### src/rtl/pueo_readout_packer.sv
// Repacks 72-bit URAM readout beats (6 x 12-bit samples) into 32-bit beats of two left-justified
// 16-bit samples, framed per event with TLAST. Define PUEO_PACKER_HEADER_EN for a per-event header beat.
module pueo_readout_packer #(
  parameter int BEATS_PER_EVENT = 128,
  parameter int EVCNT_BITS      = 16
) (
  input  logic                  memclk,
  input  logic                  memclk_rstn_i,
  input  logic [71:0]           s_axis_tdata,
  input  logic                  s_axis_tvalid,
  output logic                  s_axis_tready,
  output logic [31:0]           m_axis_tdata,
  output logic                  m_axis_tvalid,
  input  logic                  m_axis_tready,
  output logic                  m_axis_tlast,
  output logic [EVCNT_BITS-1:0] event_count_o
);
  // state | meaning
  // IDLE  | holding register empty, nothing on the output
  // DATA  | sample pair `phase` of the held beat is on the output
  // HDR   | event header on the output, first beat already held (header build only)

  localparam int CNT_W = (BEATS_PER_EVENT > 1) ? $clog2(BEATS_PER_EVENT) : 1;
  localparam logic [CNT_W-1:0] LAST_IDX = CNT_W'(BEATS_PER_EVENT - 1);

  typedef enum logic [1:0] {IDLE, DATA, HDR} state_t;

  logic [1:0]       rst_sync;
  logic             rst_n;
  state_t           state;
  logic [71:0]      hold;
  logic [1:0]       phase;
  logic [CNT_W-1:0] beat_cnt;
  logic             last_beat;
  logic             full;
  logic             out_hs;
  logic             drain;
  logic             in_hs;
  logic             ev_done;

  function automatic logic [31:0] pack_pair(input logic [71:0] beat, input logic [1:0] p);
    logic [23:0] two;
    case (p)
      2'd0:    two = beat[23:0];
      2'd1:    two = beat[47:24];
      default: two = beat[71:48];
    endcase
    return {two[23:12], 4'h0, two[11:0], 4'h0};
  endfunction

  // Reset asserts asynchronously but releases on memclk.
  always_ff @(posedge memclk or negedge memclk_rstn_i) begin
    if (!memclk_rstn_i) rst_sync <= 2'b00;
    else                rst_sync <= {rst_sync[0], 1'b1};
  end
  assign rst_n = rst_sync[1];

  assign full          = (state != IDLE);
  assign out_hs        = m_axis_tvalid & m_axis_tready;
  assign drain         = out_hs & (state == DATA) & (phase == 2'd2);
  assign s_axis_tready = rst_n & (~full | drain);
  assign in_hs         = s_axis_tvalid & s_axis_tready;
  assign ev_done       = drain & m_axis_tlast;

`ifdef PUEO_PACKER_HEADER_EN
  logic [EVCNT_BITS-1:0] evcnt_next;
  logic [31:0]           hdr_word;
  // A header loaded on the closing drain of the previous event must already show the new count.
  assign evcnt_next = ev_done ? event_count_o + EVCNT_BITS'(1) : event_count_o;
  assign hdr_word   = {16'hB0E0, 16'(evcnt_next)};
`endif

  always_ff @(posedge memclk or negedge rst_n) begin
    if (!rst_n) begin
      state         <= IDLE;
      hold          <= '0;
      phase         <= 2'd0;
      beat_cnt      <= '0;
      last_beat     <= 1'b0;
      m_axis_tdata  <= '0;
      m_axis_tvalid <= 1'b0;
      m_axis_tlast  <= 1'b0;
      event_count_o <= '0;
    end else begin
      if (ev_done) event_count_o <= event_count_o + EVCNT_BITS'(1);
      if (in_hs) begin
        hold          <= s_axis_tdata;
        phase         <= 2'd0;
        last_beat     <= (beat_cnt == LAST_IDX);
        beat_cnt      <= (beat_cnt == LAST_IDX) ? '0 : beat_cnt + CNT_W'(1);
        m_axis_tvalid <= 1'b1;
        m_axis_tlast  <= 1'b0;
`ifdef PUEO_PACKER_HEADER_EN
        if (beat_cnt == '0) begin
          state        <= HDR;
          m_axis_tdata <= hdr_word;
        end else begin
          state        <= DATA;
          m_axis_tdata <= pack_pair(s_axis_tdata, 2'd0);
        end
`else
        state        <= DATA;
        m_axis_tdata <= pack_pair(s_axis_tdata, 2'd0);
`endif
      end else if (out_hs) begin
        if (state == DATA && phase == 2'd2) begin
          state         <= IDLE;
          m_axis_tvalid <= 1'b0;
          m_axis_tlast  <= 1'b0;
        end else if (state == DATA) begin
          phase        <= phase + 2'd1;
          m_axis_tdata <= pack_pair(hold, phase + 2'd1);
          m_axis_tlast <= (phase == 2'd1) & last_beat;
        end
`ifdef PUEO_PACKER_HEADER_EN
        else if (state == HDR) begin
          state        <= DATA;
          m_axis_tdata <= pack_pair(hold, 2'd0);
        end
`endif
      end
    end
  end
endmodule

### config.mk
export PLATFORM = sky130hd
export DESIGN_NAME = pueo_readout_packer
export DESIGN_NICKNAME = d
export VERILOG_FILES = /design/src/rtl/pueo_readout_packer.sv
export SDC_FILE = /design/constraint.sdc
export NUM_CORES = 1
export LEC_CHECK = 0
export CAP_MARGIN = 15
export CORE_ASPECT_RATIO = 1.25
export CORE_UTILIZATION = 50
export CTS_BUF_LIST = sky130_fd_sc_hd__clkbuf_8
export CTS_CLUSTER_SIZE = 10
export DETAILED_ROUTE_END_ITERATION = 8
export GPL_TIMING_DRIVEN = 0
export PLACE_DENSITY_LB_ADDON = 0.12
export SYNTH_ARGS = -nofsm -noshare
export SYNTH_HDL_FRONTEND = slang
export SYNTH_SLANG_ARGS = --single-unit
### constraint.sdc
create_clock -name memclk -period 5.5 [get_ports memclk]
set_clock_uncertainty 0.2 [all_clocks]
set_input_delay 1.375 -clock memclk [delete_from_list [all_inputs] [get_ports memclk]]
set_output_delay 1.375 -clock memclk [all_outputs]
set_load 0.02 [all_outputs]
* After elaboration in Yosys (flattened, before gate mapping)
Index checks and enable logic that the tools add are counted.
** Word-level totals
- Register bits :: 136
- Input port bits :: 76
- Word-level logic and storage cells :: 58
** Operators by class
- Add/sub/neg operators :: 3
- Reductions and logical operators :: 10
- Equal/unequal tests :: 6
- Bitwise logic cells :: 9
- Multiplexer cells :: 20
** Operators with widths (count)
- $mux W32 :: 4
- $pmux W24 S2 :: 1
- $add A16 B1 Y16 const B :: 1
- $mux W2 :: 7
- $reduce_bool A2 Y1 :: 4
- $add A7 B1 Y7 const B :: 1
- $and A1 B1 Y1 :: 7
- $eq A7 B7 Y1 const B :: 1
- $mux W1 :: 7
- $mux W7 :: 1
- $eq A2 B1 Y1 const B :: 3
- $reduce_and A2 Y1 :: 2
- $reduce_and A3 Y1 :: 1
- $reduce_bool A3 Y1 :: 1
- $add A2 B1 Y2 const B :: 1
- $eq A2 B2 Y1 const B :: 1
- $logic_not A2 Y1 :: 1
- $ne A2 B2 Y1 const B :: 1
- $logic_and A1 B1 Y1 :: 1
- $not A1 Y1 :: 1
- $or A1 B1 Y1 :: 1

* Longest topological paths before layout
Gate-level depths: netlist of the first run.
- Depth after elaboration :: 8
- Gate-level depth with buffers :: 8
- Depth with buffers taken out :: 6

* Worst setup path before layout of the first run
No wires, ideal clock.
- Path type :: register to output
- From :: reg rst_sync[1]
- To :: out s_axis_tready
- Stages on the path, launching flop included :: 2
- Setup slack :: 0.365 ns
- Path buffers :: 0
- Data arrival time :: 3.560 ns
- Cell sequence :: dfrtp_1 -> and2_1
** Between the ends
- Longest elaborated chain between the ends :: 1
** RTL lines
- start, declared :: line 28 : logic [1:0] rst_sync;
- start signal, assigned :: line 54 : else rst_sync <= {rst_sync[0], 1'b1};
- $and A1 B1 Y1 :: line 61 : assign s_axis_tready = rst_n & (~full | drain);
- end, declared :: line 11 : output logic s_axis_tready,
Every way passes these cells.

* Final worst setup path of the first run
- From :: in m_axis_tready
- To :: out s_axis_tready
** Between the ends
- Longest elaborated chain between the ends :: 5
** RTL lines
- start, declared :: line 14 : input logic m_axis_tready,
- $and A1 B1 Y1 :: line 59 : assign out_hs = m_axis_tvalid & m_axis_tready;
- $and A1 B1 Y1 (2 in a row) :: line 60 : assign drain = out_hs & (state == DATA) & (phase == 2'd2);
- $or A1 B1 Y1 :: line 61
- $and A1 B1 Y1 :: line 61
Every way passes these cells.

==> flow_metrics.env, run 1 <==
export IMPL_layout_nets=856
export IMPL_r2r_worst_path_cells=6
export IMPL_run_status="completed"
export IMPL_core_region_area_sq_um=11000
export IMPL_cts_hold_buffers=0
export IMPL_power_density_nw_per_um2=512
export IMPL_timing_max_slew_rel_slack=0.610
export IMPL_rows=43
export IMPL_timing_final_setup_violations=0
export IMPL_clock_tree_buf_depth=2
export IMPL_gr_usage_met1=0.346
export IMPL_path_cells="clkdlybuf4s50_1 > a21bo_2 > and2_1 > clkdlybuf4s50_1"
export IMPL_cts_htree_levels=4
export IMPL_worstMarginPinSlew_ps=586
export IMPL_critical_path_endpoint_type="output port"
export IMPL_worstPathMaxFanout=5
export IMPL_layout_cells_most_common="nand2_1"
export IMPL_global_route_usage_met2=0.449
export IMPL_wl_mm=15.2
export IMPL_cts_sinks=126
export IMPL_timing_fmax_mhz=225
export IMPL_num_io_pins=127
export IMPL_routed_via_count=4898
export IMPL_wl_per_cell_um=16.4
export IMPL_slowest_stage_delay_cp_ps=590
export IMPL_design_power_total_mw=3.82
export IMPL_skew_pair_late_insertion_delay_ps=440
export IMPL_irDropWorstVdd_mv=0.284
export IMPL_number_of_global_route_vias_before_repair=4818
export IMPL_grt_first_pass_wirelength_mm=24.3
export IMPL_post_drt_via_cell_ratio=5.31
export IMPL_crit_path_category="in2out"
export IMPL_place_worst_setup_slack_ps=1050
export IMPL_worst_path_most_repeated_cell="clkdlybuf4s50_1"
export IMPL_holdCritPathClass="reg2async"
export IMPL_timing_setup_tns_ps=0
export IMPL_synth_distinct_cells=33
export IMPL_remaining_drc_errors=0
export IMPL_globalRouteOverflowTotal=0
export IMPL_finalCritPeriodShare=0.809
export IMPL_synthesized_area_sq_um=5640
export IMPL_finalWeightedCongestion=0.809
export IMPL_final_non_filler_cell_area_sq_um=7460
export IMPL_ff_latch_area_sq_um=3160
export IMPL_worst_path_stages=4
export IMPL_rsz_0062_raised_after_global_routing="no"
export IMPL_detailedRoute_firstPassIterationCount=5
export IMPL_cap_viol_max_count=0
export IMPL_hpwl_after_detailed_placement_mm=10.4
export IMPL_antenna_diode_count=0
export IMPL_start_util=0.511
export IMPL_grt_busiest_layer="met2"
export IMPL_timing_final_crit_period_ps=4450
export IMPL_yosysSeqAreaShare=0.559
export IMPL_grt_start_max_net_pins=57
export IMPL_cell_with_the_biggest_individual_delay_on_the_critical_path="clkdlybuf4s50_1"
export IMPL_fin_hold_ws_ps=104
export IMPL_placement_io_buffers=118
export IMPL_ys_seq_elements=126
export IMPL_worst_path_dominant_cell_family="buffers and inverters"
export IMPL_fillerInstances=928
export IMPL_globalRouteTotalUtil=0.268
export IMPL_cts_clk_slew_worst_paths_ps=70
export IMPL_synthesis_instances=628
export IMPL_synth_warning_count=0
export IMPL_route_antenna_remaining_nets=0
export IMPL_layoutNonFillerInstCount=922
export IMPL_worst_setup_sp_type="input pin"
export IMPL_drt_initial_drc_count=289
export IMPL_finalWorstSetupSlack_ps=1050
export IMPL_cts_repair_resize_count=0
export IMPL_cp_num_buf_inv=2
export IMPL_placed_area_sq_um=7070
export IMPL_critical_path_arrival_ps=2870
export IMPL_area_delta_synth_final_pct=32.3
export IMPL_utilization=0.676
export IMPL_power_leakage_nw=3.52
export IMPL_die_x_um=97.0
export IMPL_antenna_found_initial=0
export IMPL_die_y_um=121
export IMPL_drive_above_1_share=0.0877
export IMPL_cts_root_buf="clkbuf_8"
export IMPL_cts_repair_timing_setup_buffer_count=0
export IMPL_cts_buffers_inserted=17
export IMPL_layout_common_cells="242 x nand2_1, 125 x dfrtp_1, 118 x clkdlybuf4s50_1, 51 x a21oi_1, 29 x nor2_1"
export IMPL_design_die_area_sq_um=11700
export IMPL_final_report_hold_violation_count=0
export IMPL_timing_final_max_slew_violations=0
export IMPL_multi_input_area_sq_um=2260
export IMPL_clock_tree_from_tritoncts="yes"
export IMPL_grt_met3_usage=0.0572
export IMPL_critPathRequiredTime_ps=3920
export IMPL_dp_cells=890
export IMPL_post_synth_cell_area_avg_sq_um=8.98
## worst paths after layout
path | start | to | slack, ps
worst max-delay path | m_axis_tready | s_axis_tready | 1050
worst min-delay path | rst_sync[1] | hold[57] | 100
worst max register to register | rst_sync[1] | m_axis_tdata[11] | 2980
worst min register to register | rst_sync[1] | hold[57] | 100
max in group asynchronous | rst_sync[1] | hold[67] | 4060
min in group memclk | rst_sync[0] | rst_sync[1] | 160
## layer usage
layer,vias up,wire length (um)
li1,2339,-
met1,2345,6400
met2,186,7540
met3,28,934
met4,0,296
met5,-,0
## area by class of cell
cell class / count / area share
clock buffer: 20 / 0.0369
inverter: 3 / 0.00151
timing repair buffer: 120 / 0.165
clock inverter: 12 / 0.0159
multi-input combinational: 462 / 0.303
sequential: 126 / 0.423
buffer: 44 / 0.0319
tap: 135 / 0.0226
## report_power, final
group	leakage [nW]	switching (mW)	internal, mW
Combinational	1.74	0.848	0.649
Sequential	1.58	0.235	1.29
Clock	0.198	0.364	0.432
## registers in the layout (all words and copies together), names as in the netlist, 2 cells and up
name           cells
rst_sync           2
m_axis_tdata      24
event_count_o     16
hold              72
phase              2
beat_cnt           7
## Yosys cell counts (all sizes together)
master | instances | share of area
a22oi | 1 | 0.0013
a21bo | 1 | 0.0018
and4 | 2 | 0.0031
xnor2 | 15 | 0.023
clkbuf | 14 | 0.0093
ha | 6 | 0.013
inv | 3 | 0.0020
o21ai | 4 | 0.0036
and2 | 1 | 0.0011
nand3b | 1 | 0.0013
a21oi | 51 | 0.045
a221oi | 23 | 0.036
nor2b | 23 | 0.026
a41oi | 1 | 0.0029
conb | 2 | 0.0013
nand2 | 242 | 0.16
xor2 | 3 | 0.0047
buf | 30 | 0.033
dfrtp | 126 | 0.56
a32oi | 1 | 0.0016
or4 | 1 | 0.0013
and3 | 3 | 0.0042
nand3 | 12 | 0.013
nor3 | 25 | 0.023
or2 | 2 | 0.0022
nand4 | 6 | 0.0067
nor2 | 29 | 0.019
## logic make-up after synthesis
group,after synthesis,share of synthesized area
AO/OA/AOI/OAI,82,0.0921
XOR/XNOR,18,0.0280
adder cells (fa/ha/maj),6,0.0133
buffers and inverters,47,0.0442
flip-flops,126,0.559
other,2,0.00133
AND/OR/NAND/NOR,347,0.262
Power figures use the tool's default switching activity.
==> inputs of run 2 (changes only) <==
==> constraint.sdc (replaced) <==
create_clock -name memclk -period 4.15 [get_ports memclk]
set_clock_uncertainty 0.2 [all_clocks]
set_input_delay 1.0375 -clock memclk [delete_from_list [all_inputs] [get_ports memclk]]
set_output_delay 1.0375 -clock memclk [all_outputs]
set_load 0.02 [all_outputs]
==> run 2 against run 1 <==
  * Sequential power is 33% higher
  * Sequential share of layout area up 0.44 points
  * Clock power increased by 17%
  * Power grew 29%
  * Cell count fell by 0.11%
  * Via count grew 0.86%
  * Non-clock buffer count decreased by 1
  * Global-route usage shrank 0.21 points
  * Count of clock-buffer cells in the layout shrank 2
  * Critical path depth fell by 1
  * First-iteration DRC count up 7.6%
  * Die area did not move
==> flow_metrics.env, run 2 (synthesis results as in run 1) <==
export IMPL_rows=43
export IMPL_top_register="hold"
export IMPL_num_io_pins=127
export IMPL_layout_top_registers="hold x72, m_axis_tdata x24, event_count_o x16"
export IMPL_r2r_worst_path_cells=5
export IMPL_detailedRoute_firstPassIterationCount=5
export IMPL_die_y_um=121
export IMPL_layoutNonFillerInstCount=921
export IMPL_global_route_usage_met2=0.444
export IMPL_critical_path_arrival_ps=2580
export IMPL_clock_tree_from_tritoncts="yes"
export IMPL_drt_initial_drc_count=311
export IMPL_timing_final_max_slew_violations=0
export IMPL_die_x_um=97.0
export IMPL_cts_htree_levels=4
export IMPL_power_switching_share=0.384
export IMPL_grt_first_pass_wirelength_mm=24.2
export IMPL_fillerInstances=922
export IMPL_fin_hold_ws_ps=157
export IMPL_antenna_diode_count=0
export IMPL_critical_path_endpoint_type="output port"
export IMPL_timing_setup_tns_ps=0
export IMPL_run_status="completed"
export IMPL_worstPathMaxFanout=73
export IMPL_largest_register_ffs=72
export IMPL_pwr_share_clk=0.190
export IMPL_cts_repair_resize_count=0
export IMPL_share_comb_of_total_power=0.399
export IMPL_cts_clk_slew_worst_paths_ps=70
export IMPL_hpwl_after_detailed_placement_mm=10.3
export IMPL_remaining_drc_errors=0
export IMPL_post_drt_via_cell_ratio=5.36
export IMPL_finalWeightedCongestion=0.815
export IMPL_slowest_stage_delay_cp_ps=910
export IMPL_dp_cells=889
export IMPL_design_die_area_sq_um=11700
export IMPL_irDropWorstVdd_mv=0.328
export IMPL_final_report_hold_violation_count=0
export IMPL_cts_repair_timing_setup_buffer_count=0
export IMPL_timing_fmax_mhz=262
export IMPL_route_antenna_remaining_nets=0
export IMPL_worst_setup_sp_type="register"
export IMPL_grt_start_max_net_pins=74
export IMPL_number_of_global_route_vias_before_repair=4908
export IMPL_utilization=0.669
export IMPL_grt_met3_usage=0.0549
export IMPL_crit_path_category="reg2out"
export IMPL_layout_cells_most_common="nand2_1"
export IMPL_layout_common_cells="242 x nand2_1, 125 x dfrtp_1, 118 x clkdlybuf4s50_1, 51 x a21oi_1, 29 x nor2_1"
export IMPL_globalRouteOverflowTotal=0
export IMPL_routed_via_count=4940
export IMPL_cts_sinks=126
export IMPL_drive_above_1_share=0.0814
export IMPL_critPathRequiredTime_ps=2910
export IMPL_path_cells="buf_16 > and2_1 > clkdlybuf4s50_1"
export IMPL_cell_with_the_biggest_individual_delay_on_the_critical_path="dfrtp_4"
export IMPL_power_density_nw_per_um2=667
export IMPL_layout_nets=855
export IMPL_timing_final_setup_violations=0
export IMPL_rsz_0062_raised_after_global_routing="no"
export IMPL_cts_buffers_inserted=17
export IMPL_finalCritPeriodShare=0.920
export IMPL_switching_power_mw=1.89
export IMPL_placement_io_buffers=118
export IMPL_globalRouteTotalUtil=0.266
export IMPL_clock_tree_buf_depth=2
export IMPL_wl_mm=14.9
export IMPL_worstHoldPathCells=0
export IMPL_cts_root_buf="clkbuf_8"
export IMPL_worstMarginPinSlew_ps=749
export IMPL_wl_per_cell_um=16.2
export IMPL_skew_pair_late_insertion_delay_ps=450
export IMPL_cap_viol_max_count=0
export IMPL_holdCritPathClass="reg2reg"
export IMPL_p_int_mw=3.03
export IMPL_grt_busiest_layer="met2"
export IMPL_start_util=0.511
export IMPL_area_delta_synth_final_pct=30.9
export IMPL_timing_max_slew_rel_slack=0.501
export IMPL_gr_usage_met1=0.340
export IMPL_timing_final_crit_period_ps=3820
export IMPL_antenna_found_initial=0
export IMPL_core_region_area_sq_um=11000
export IMPL_cts_hold_buffers=0
export IMPL_p_seq_frac=0.411
export IMPL_power_leakage_nw=3.51
-- run 2: final timing paths --
kind	to	slack, ps	from
worst max register to register	m_axis_tdata[13]	1620	rst_sync[1]
min in group asynchronous	m_axis_tdata[14]	200	rst_sync[1]
worst min-delay path	rst_sync[1]	160	rst_sync[0]
worst max-delay path	s_axis_tready	330	rst_sync[1]
worst min register to register	rst_sync[1]	160	rst_sync[0]
max in group asynchronous	event_count_o[6]	2730	rst_sync[1]
-- run 2: cell type report --
cell class                 instances  area (sq um)  share of cell area
sequential                       126          3160               0.428
multi-input combinational        462          2260               0.306
timing repair buffer             119          1210               0.164
clock buffer                      18           248              0.0336
buffer                            44           238              0.0322
tap                              135           169              0.0229
clock inverter                    14          88.8              0.0120
inverter                           3          11.3             0.00153
-- run 2: critical path, delay by kind of cell (launching register included) --
| family | cells | cell delay [ps] |
|---|---|---|
| buffers and inverters | 2 | 960 |
| flip-flops | 1 | 910 |
| AND/OR/NAND/NOR | 1 | 180 |
-- run 2: power groups by stage --
stage / combinational (mW) / sequential, mW / clock (mW)
detailed placement: 1.96 / 2.03 / 0
global route: 2.17 / 2.07 / 1.00
CTS: 1.97 / 2.02 / 0.951
global placement: 1.90 / 2.03 / 0
finish: 1.97 / 2.02 / 0.935
floorplan: 1.13 / 2.11 / 0
-- run 2: per-stage QoR --
step / worst slack [ps] / power, mW / instance area [sq um]
after CTS: 256 / 4.94 / 7380
after global routing: 136 / 5.25 / 7380
after global placement: -331 / 3.93 / 7020
after floorplan: 690 / 3.24 / 5670
after detailed placement: 383 / 3.99 / 7050
final: 334 / 4.93 / 7380
-- run 2: routing by layer --
| metal | vias up | share of wire |
|---|---|---|
| met4 | 0 | 0.018 |
| li1 | 2345 | - |
| met3 | 26 | 0.066 |
| met1 | 2376 | 0.41 |
| met5 | - | 0 |
| met2 | 193 | 0.50 |
